**src/rtl/axi_rd_arb_pkg.sv**
```systemverilog
// Shared constants for the bridge read arbiter: port ids and read request types.
package axi_rd_arb_pkg;

    localparam logic PORT_I = 1'b0;
    localparam logic PORT_D = 1'b1;

    localparam logic [1:0] RD_TYPE_UNCACHE = 2'b00;
    localparam logic [1:0] RD_TYPE_LINE    = 2'b01;
    localparam logic [1:0] RD_TYPE_DLINE   = 2'b10;

endpackage

```
**src/rtl/axi_rd_owner_fifo.sv**
```systemverilog
// In-order record of which port owns each accepted-but-incomplete bridge read.
// Push is ignored when full and pop is ignored when empty.
module axi_rd_owner_fifo #(
    parameter int DEPTH = 2,
    parameter int CNT_W = $clog2(DEPTH) + 1
) (
    input  logic             clk,
    input  logic             reset,
    input  logic             push,
    input  logic             push_id,
    input  logic             pop,
    output logic             head,
    output logic             full,
    output logic             empty,
    output logic [CNT_W-1:0] count
);

    localparam int PTR_W = $clog2(DEPTH);

    logic [DEPTH-1:0] mem_q, mem_d;
    logic [PTR_W-1:0] wr_ptr_q, wr_ptr_d;
    logic [PTR_W-1:0] rd_ptr_q, rd_ptr_d;
    logic [CNT_W-1:0] count_q, count_d;
    logic             do_push;
    logic             do_pop;

    assign full    = (count_q == CNT_W'(DEPTH));
    assign empty   = (count_q == '0);
    assign head    = mem_q[rd_ptr_q];
    assign count   = count_q;
    assign do_push = push && !full;
    assign do_pop  = pop && !empty;

    // DEPTH is a power of two, so pointer overflow is the modulo wrap.
    always_comb begin
        mem_d    = mem_q;
        wr_ptr_d = wr_ptr_q;
        rd_ptr_d = rd_ptr_q;
        count_d  = count_q;
        if (do_push) begin
            mem_d[wr_ptr_q] = push_id;
            wr_ptr_d        = wr_ptr_q + PTR_W'(1);
        end
        if (do_pop) begin
            rd_ptr_d = rd_ptr_q + PTR_W'(1);
        end
        if (do_push && !do_pop) begin
            count_d = count_q + CNT_W'(1);
        end else if (!do_push && do_pop) begin
            count_d = count_q - CNT_W'(1);
        end
    end

    always_ff @(posedge clk or posedge reset) begin
        if (reset) begin
            mem_q    <= '0;
            wr_ptr_q <= '0;
            rd_ptr_q <= '0;
            count_q  <= '0;
        end else begin
            mem_q    <= mem_d;
            wr_ptr_q <= wr_ptr_d;
            rd_ptr_q <= rd_ptr_d;
            count_q  <= count_d;
        end
    end

endmodule

```
**src/rtl/axi_rd_arbiter.sv**
```systemverilog
// Arbitrates icache (port 0) and dcache prefetcher (port 1) onto the bridge read port and
// steers returns back to the owner. Define RD_ARB_DCACHE_PRIO_EN for fixed dcache priority.
module axi_rd_arbiter
    import axi_rd_arb_pkg::*;
#(
    parameter int OUTSTANDING = 2
) (
    input  logic         clk,
    input  logic         reset,
    input  logic         i_rd_req,
    input  logic [1:0]   i_rd_type,
    input  logic [31:0]  i_rd_addr,
    output logic         i_rd_rdy,
    output logic         i_ret_valid,
    output logic         i_ret_half,
    input  logic         d_rd_req,
    input  logic [1:0]   d_rd_type,
    input  logic [31:0]  d_rd_addr,
    output logic         d_rd_rdy,
    output logic         d_ret_valid,
    output logic         d_ret_half,
    output logic [255:0] ret_data,
    output logic         axi_rd_req,
    output logic [1:0]   axi_rd_type,
    output logic [31:0]  axi_rd_addr,
    input  logic         axi_rd_rdy,
    input  logic         axi_ret_valid,
    input  logic         axi_ret_half,
    input  logic [255:0] axi_ret_data,
    output logic         err_orphan_ret
);

    localparam int CNT_W = $clog2(OUTSTANDING) + 1;

    logic             lock_q, lock_d;
    logic             lock_port_q, lock_port_d;
    logic             err_q, err_d;
    logic             contend_winner;
    logic             grant;
    logic             gnt_req;
    logic             accept;
    logic             fifo_full;
    logic             fifo_empty;
    logic             fifo_head;
    logic [CNT_W-1:0] fifo_count;
    logic             owner_valid;
    logic             ret_pop;

`ifdef RD_ARB_DCACHE_PRIO_EN
    assign contend_winner = PORT_D;
`else
    logic rr_q, rr_d;

    assign contend_winner = rr_q;

    always_comb begin
        rr_d = rr_q;
        if (accept) begin
            rr_d = ~grant;
        end
    end

    always_ff @(posedge clk or posedge reset) begin
        if (reset) begin
            rr_q <= PORT_I;
        end else begin
            rr_q <= rr_d;
        end
    end
`endif

    // A stalled request pins the grant so type/addr cannot change under the bridge.
    always_comb begin
        grant = PORT_I;
        if (lock_q) begin
            grant = lock_port_q;
        end else if (i_rd_req && d_rd_req) begin
            grant = contend_winner;
        end else if (d_rd_req) begin
            grant = PORT_D;
        end
    end

    assign gnt_req     = (grant == PORT_D) ? d_rd_req : i_rd_req;
    assign axi_rd_req  = gnt_req && !fifo_full;
    assign accept      = axi_rd_req && axi_rd_rdy;
    assign i_rd_rdy    = accept && (grant == PORT_I);
    assign d_rd_rdy    = accept && (grant == PORT_D);
    assign axi_rd_type = !gnt_req ? 2'b00 : ((grant == PORT_D) ? d_rd_type : i_rd_type);
    assign axi_rd_addr = !gnt_req ? 32'd0 : ((grant == PORT_D) ? d_rd_addr : i_rd_addr);

    assign owner_valid = !fifo_empty;
    assign ret_pop     = axi_ret_valid && owner_valid;
    assign i_ret_valid = ret_pop && (fifo_head == PORT_I);
    assign d_ret_valid = ret_pop && (fifo_head == PORT_D);
    assign i_ret_half  = axi_ret_half && owner_valid && (fifo_head == PORT_I);
    assign d_ret_half  = axi_ret_half && owner_valid && (fifo_head == PORT_D);
    assign ret_data    = axi_ret_data;

    assign err_orphan_ret = err_q;

    always_comb begin
        lock_d      = lock_q;
        lock_port_d = lock_port_q;
        err_d       = err_q;
        if (accept) begin
            lock_d = 1'b0;
        end else if (axi_rd_req && !axi_rd_rdy) begin
            lock_d      = 1'b1;
            lock_port_d = grant;
        end else if (lock_q && !gnt_req) begin
            lock_d = 1'b0;
        end
        if ((axi_ret_valid || axi_ret_half) && (fifo_count == '0)) begin
            err_d = 1'b1;
        end
    end

    always_ff @(posedge clk or posedge reset) begin
        if (reset) begin
            lock_q      <= 1'b0;
            lock_port_q <= PORT_I;
            err_q       <= 1'b0;
        end else begin
            lock_q      <= lock_d;
            lock_port_q <= lock_port_d;
            err_q       <= err_d;
        end
    end

    axi_rd_owner_fifo #(
        .DEPTH (OUTSTANDING),
        .CNT_W (CNT_W)
    ) u_owner_fifo (
        .clk     (clk),
        .reset   (reset),
        .push    (accept),
        .push_id (grant),
        .pop     (ret_pop),
        .head    (fifo_head),
        .full    (fifo_full),
        .empty   (fifo_empty),
        .count   (fifo_count)
    );

endmodule

```
**config.mk**
```make
export PLATFORM = sky130hd
export DESIGN_NAME = axi_rd_arbiter
export DESIGN_NICKNAME = d
export VERILOG_FILES = /design/src/rtl/axi_rd_arb_pkg.sv /design/src/rtl/axi_rd_owner_fifo.sv /design/src/rtl/axi_rd_arbiter.sv
export SDC_FILE = /design/constraint.sdc
export NUM_CORES = 1
export LEC_CHECK = 0
export CORE_AREA = 5 5 239 241
export CTS_CLUSTER_DIAMETER = 50
export CTS_CLUSTER_SIZE = 20
export DETAILED_ROUTE_END_ITERATION = 16
export DIE_AREA = 0 0 244 246
export GPL_ROUTABILITY_DRIVEN = 1
export HOLD_SLACK_MARGIN = 0.15
export SLEW_MARGIN = 20
export SYNTH_ARGS = -nofsm -noshare
export SYNTH_HDL_FRONTEND = slang
export SYNTH_SLANG_ARGS = --single-unit
```
**constraint.sdc**
```tcl
create_clock -name clk -period 2.1 [get_ports clk]
set_clock_uncertainty 0.15 [all_clocks]
set_input_delay 0.42 -clock clk [delete_from_list [all_inputs] [get_ports clk]]
set_output_delay 0.42 -clock clk [all_outputs]
set_load 0.02 [all_outputs]
```
* Word level (Yosys, flattened, before mapping) *
Index checks and enable logic that the tools add are counted.

word-level totals
  bits in registers = 10
  input port bits = 331
  output and inout bits = 298

cells by class
  multiplexer cells = 18
  add/subtract/negate cells = 4
  bitwise gates (word level) = 3
  equality and inequality tests = 1
  reduce and logical (&&, ||, !) cells = 30
  $lt $le $gt $ge = 3

operator list
  kind                   number
  $mux W32               2
  $logic_and A1 B1 Y1    19
  $mux W1                10
  $mux W2                4
  $logic_not A1 Y1       6
  $lt A1 B2 Y1 const B   2
  $not A1 Y1             3
  $reduce_bool A3 Y1     1
  $add A1 B1 Y1 const B  2
  $add A2 B1 Y2 const B  1
  $bwmux W2              1
  $eq A2 B2 Y1 const B   1
  $logic_not A2 Y1       1
  $reduce_and A2 Y1      1
  $reduce_bool A2 Y1     1
  $sub A2 B1 Y2 const B  1
  $demux W1 S1           1
  $ge A1 B1 Y1 const B   1
  $logic_or A1 B1 Y1     1

* Longest topological paths before layout *
  word-level depth = 11
  gate-level depth with buffers = 7
  gate-level depth less buffers = 6

* By module *
From an unflattened synthesis, not the netlist that was laid out.

unflattened totals
  cells, all modules = 428
  area, all modules = 3146.8 um2

modules (own cells, without submodules)
  module             sequential area each (um2)  area each (um2)  instances  cells an instance
  axi_rd_arbiter     100.1                       2859.0           1          404
  axi_rd_owner_fifo  150.1                       287.8            1          24

* Worst setup path before layout *
OpenSTA, ideal clock, no wires.

  kind = register to output
  start point = register lock_q
  end point = output port d_rd_rdy
  data required time = 1530 ps
  path slack = 35 ps
  path buffers = 1
  cell stages (with the launch flop) = 5
  data arrival time = 1495 ps
  cell sequence = dfrtp_1 > nand2b_1 > o21a_1 > clkbuf_1 > nor3_1

between the ends
  word-level cells in the longest chain between the ends = 5

RTL lines
  element                 line                   source
  start, declared         axi_rd_arbiter.sv:35   logic lock_q, lock_d;
  start signal, assigned  axi_rd_arbiter.sv:125  lock_q <= lock_d;
  $mux W1 *               axi_rd_arbiter.sv:75   if (lock_q) begin
  $mux W1                 axi_rd_arbiter.sv:84   assign gnt_req = (grant == PORT_D) ? d_rd_req : i_rd_req;
  $logic_and A1 B1 Y1     axi_rd_arbiter.sv:85   assign axi_rd_req = gnt_req && !fifo_full;
  $logic_and A1 B1 Y1     axi_rd_arbiter.sv:86   assign accept = axi_rd_req && axi_rd_rdy;
  $logic_and A1 B1 Y1 *   axi_rd_arbiter.sv:88   assign d_rd_rdy = accept && (grant == PORT_D);
  end, declared           axi_rd_arbiter.sv:19   output logic d_rd_rdy,

Mark *: on every way between the ends. The rest lies on a longest branch, timed or not.

* Worst setup path after layout *
  start point = register lock_q
  end point = output port axi_rd_addr[7]

between the ends
  word-level cells in the longest chain between the ends = 3
  elaborated cells on any way between the ends = 4
  those cells by class = 4 x mux

RTL lines
  element                                     line                                        source
  $mux W1 *                                   axi_rd_arbiter.sv:75
  $mux W32 / $mux W1 (equally long branches)  axi_rd_arbiter.sv:90, axi_rd_arbiter.sv:84
  $mux W32 *                                  axi_rd_arbiter.sv:90                        assign axi_rd_addr = !gnt_req ? 32'd0 : ((grant == PORT_D) ? d_rd_addr : i_rd_addr);
  end, declared                               axi_rd_arbiter.sv:25                        output logic [31:0] axi_rd_addr,

Marks and branches as above.

==> impl_summary.log <==
INFO  metric dieWidth = between 200 and 250 um
INFO  metric via_per_inst = ~2.3
INFO  metric irDropWorstVdd = ~0.00073 V
INFO  metric cts_root_buffer = clkbuf_16
INFO  metric synthesis.yosys.warnings = 0
INFO  metric drtIter0Drc = 54
INFO  metric fp.dieH = approximately 250 um
INFO  metric run_status = complete, but fails checks
INFO  metric synthesis.area_per_instance = around 7 um^2
INFO  metric setup_viol = 38
INFO  metric final.fill_count = about 6400
INFO  metric worst_r2r_startpoint = lock_port_q
INFO  metric area.sequential = 251 um^2
INFO  metric cellLeakagePower = ~1.5 nW
INFO  metric syn_inst = between 400 and 500
INFO  metric placement_rows = between 80 and 90
INFO  metric yosys_reg_bits = 10
INFO  metric detailroute.via_count = 2307
INFO  metric wirelength = about 24 mm
INFO  metric gr_ovfl_total = 0
INFO  metric worst-r2r-setup-slack = -0.02 ns
INFO  metric fmaxAchievable = between 0.4 and 0.5 GHz
INFO  metric first_pass_drt_iterations = 4
INFO  metric tritoncts = built
INFO  metric clock_pin_slew_on_the_worst_setup_and_hold_paths = ~0.04 ns
INFO  metric cpMaxStageDelayCell = dfrtp_2
INFO  metric io_pins = about 630
INFO  metric port_buffers = about 120
INFO  metric worstPathArrival = 1.73 ns
INFO  metric post_route_cells_drive_above_1_share = 0.559
INFO  metric whs = 0.309 ns
INFO  metric sequential_fraction_of_the_synthesis_area = 0.0842
INFO  metric timing.reg2reg.worst_path_depth = 8
INFO  metric power_density = 1200 nW/um^2
INFO  metric fin_total_pwr = 5.00 mW
INFO  metric finalSetupTns = -5.92 ns
INFO  metric min_period_over_period = 1.10
INFO  metric layout.cell_area.non_filler = 4160 um^2
INFO  metric regToRegEndpoint = u_owner_fifo.count[1]
INFO  metric worst-endpoint-required = approximately 1.5 ns
INFO  metric number_of_nets_in_the_synthesized_netlist = roughly 760
INFO  metric slew-limit-headroom = 0.716
INFO  metric max-cap-violations = 0
INFO  metric finalWorstPathRequiredPeriod = 2.30 ns
INFO  metric clockBufferDepth = 2
INFO  metric grt_start_max_net_pins = 30
INFO  metric insertion_delay = 0.24 ns
INFO  metric finish.net_count = ~640
INFO  metric area_growth = 40.0%
INFO  metric worstPathCellList = nand2b_4 > o21ai_4 > buf_12 > buf_16 > nand2_2 > a21oi_2 > buf_6
INFO  metric timing.setup.critical_path_class = reg -> out
INFO  metric tightestPinTransition = roughly 0.43 ns
INFO  metric slew_violations = 0
INFO  metric holdCritPathClass = in -> async
INFO  metric post_dp_cell_area = 3240 um^2
INFO  metric postRouteAntennaNets = 0
INFO  metric end_kind = output port
INFO  metric violations = negative setup slack
INFO  metric final.setup.worst_slack = -0.205 ns
INFO  metric post-route-drc-count = 0
INFO  metric grt_pass1_vias = 2698
INFO  metric htree_levels = 1
INFO  metric grt_antenna_before_repair = 1
INFO  metric grt_pass1_wl = roughly 27 mm
INFO  metric globalRouteTotalUtil = 0.0702
INFO  metric placer_congestion_estimate = ~0.70
INFO  metric route.detailed.wl_per_inst = between 20 and 25 um
INFO  metric rsz0062_at_grt = yes
INFO  metric dieArea = approximately 60000 um^2
INFO  metric dp.final_hpwl = ~19 mm
INFO  metric number_of_unique_standard_cell_types_used_by_synthesis = 27
INFO  metric combined_area_of_the_multi_input_logic_cells = between 1000 and 1500 um^2
INFO  metric slowest_delay = between 0.4 and 0.5 ns
INFO  metric coreArea = about 55000 um^2
INFO  metric floorplan.initialDensity = 0.0544
INFO  metric tritoncts.num_buffers = 3
INFO  metric path_max_fanout = 7
INFO  metric hold_violations = 0
INFO  metric critPathLaunchType = register
INFO  metric mappedNetlistArea = ~3000 um^2
INFO  metric tritoncts_num_sinks = 10
[synthesized netlist by cell type]
| library cell | instances | area share |
|---|---|---|
| o21ai_2 | 1 | 0.0029 |
| inv_1 | 4 | 0.0051 |
| o21a_1 | 1 | 0.0025 |
| mux2_2 | 2 | 0.0076 |
| nand2_1 | 70 | 0.088 |
| a2111oi_4 | 1 | 0.0093 |
| a31oi_1 | 2 | 0.0042 |
| buf_6 | 1 | 0.0038 |
| buf_2 | 8 | 0.013 |
| buf_4 | 256 | 0.65 |
| mux2_4 | 1 | 0.0051 |
| ha_1 | 1 | 0.0042 |
| clkbuf_2 | 1 | 0.0017 |
| nor3_1 | 3 | 0.0051 |
| nor2_1 | 9 | 0.011 |
| a21oi_1 | 36 | 0.061 |
| mux2i_1 | 2 | 0.0067 |
| xor2_1 | 2 | 0.0059 |
| o21ai_0 | 2 | 0.0034 |
| nor2b_1 | 2 | 0.0042 |
| nor3b_1 | 1 | 0.0025 |
| dfrtp_1 | 10 | 0.084 |
| clkbuf_1 | 2 | 0.0025 |
| nand2b_1 | 2 | 0.0042 |
| a21o_2 | 1 | 0.0029 |
| xnor2_1 | 3 | 0.0088 |
| o31ai_1 | 1 | 0.0025 |
[power breakdown]
group / leakage (nW) / internal [mW] / switching [mW]
Sequential: 0.113 / 0.287 / 0.109
Clock: 0.0442 / 0.287 / 0.0967
Combinational: 1.31 / 1.97 / 2.25
[cell families after synthesis]
kind of cell	count (synthesis)	share of synthesized area
muxes	5	0.0194
and+or+nand+nor	87	0.116
buffers and inverters	272	0.673
xor gates and xnor gates	5	0.0147
AOI/OAI and AO/OA	45	0.0884
DFF	10	0.0842
adders and majority gates	1	0.00421
[how the worst max path moves through the flow]
stage	from	end	slack (ns)	cells past startpoint
2_1_floorplan	lock_q	d_rd_rdy	0.03	4
3_3_place_gp	i_rd_req	axi_rd_addr[5]	-1.05	7
3_5_place_dp	i_rd_req	axi_rd_addr[5]	-1.11	7
4_1_cts	lock_q	axi_rd_addr[17]	-0.27	8
5_1_grt	contend_winner	axi_rd_addr[22]	-0.29	7
6_report	lock_q	axi_rd_addr[7]	-0.20	7
[critical path: cells and delay by family, from the launching register on]
family | cells | cell delay, ns
flip-flops | 1 | 0.44
AND/OR/NAND/NOR | 2 | 0.27
buffers and inverters | 3 | 0.48
AO/OA/AOI/OAI | 2 | 0.28
[placed cells by master, fill, tap and decap left out, drive strengths merged, types with 3 or more instances in the layout]
master         instances
nor2                   9
clkdlybuf4s15          3
buf                   66
nand2                 70
o21ai                  3
dfrtp                 10
inv                    4
a21oi                 36
clkbuf                 6
nor3                   3
xnor2                  3
clkdlybuf4s50         73
mux2                   3
[per-layer routing]
metal	vias to the layer above	wire [um]	global-route usage
met5	-	0	0
met4	0	1440	0.0362
met3	114	5850	0.0803
met2	401	12100	0.131
met1	961	4690	0.0347
li1	831	-	-
[cell type report]
type | count | share of cell area
timing repair buffer | 145 | 0.397
multi-input combinational | 143 | 0.305
tap | 704 | 0.212
sequential | 10 | 0.0605
clock buffer | 4 | 0.0214
inverter | 4 | 0.00361
antenna | 1 | 0.000602
[metrics by stage]
step           utilization  instances  worst slack [ns]
6_report            0.0761       1011            -0.205
3_5_place_dp        0.0593        994             -1.11
3_3_place_gp        0.0593        994             -1.05
4_1_cts             0.0719       1008            -0.266
2_1_floorplan            -        425            0.0345
5_1_grt             0.0761       1011            -0.287
[sequential cells by signal, summed over array words and instances, names as in the netlist]
signal	flops
err_orphan_ret	1
u_owner_fifo.rd_ptr_q	1
u_owner_fifo.wr_ptr_q	1
u_owner_fifo.mem_q	2
lock_port_q	1
lock_q	1
contend_winner	1
u_owner_fifo.count	2
[repair_timing]
| action | CTS | global route |
|---|---|---|
| pin swaps | 42 | 22 |
| gates resized for setup | 293 | 65 |
| setup buffers | 6 | 3 |
| cloned | 6 | 2 |
| hold buffers | 0 | 0 |
| setup endpoints to repair | 43 | 40 |
Note: power is estimated with default switching activity, not from simulation.
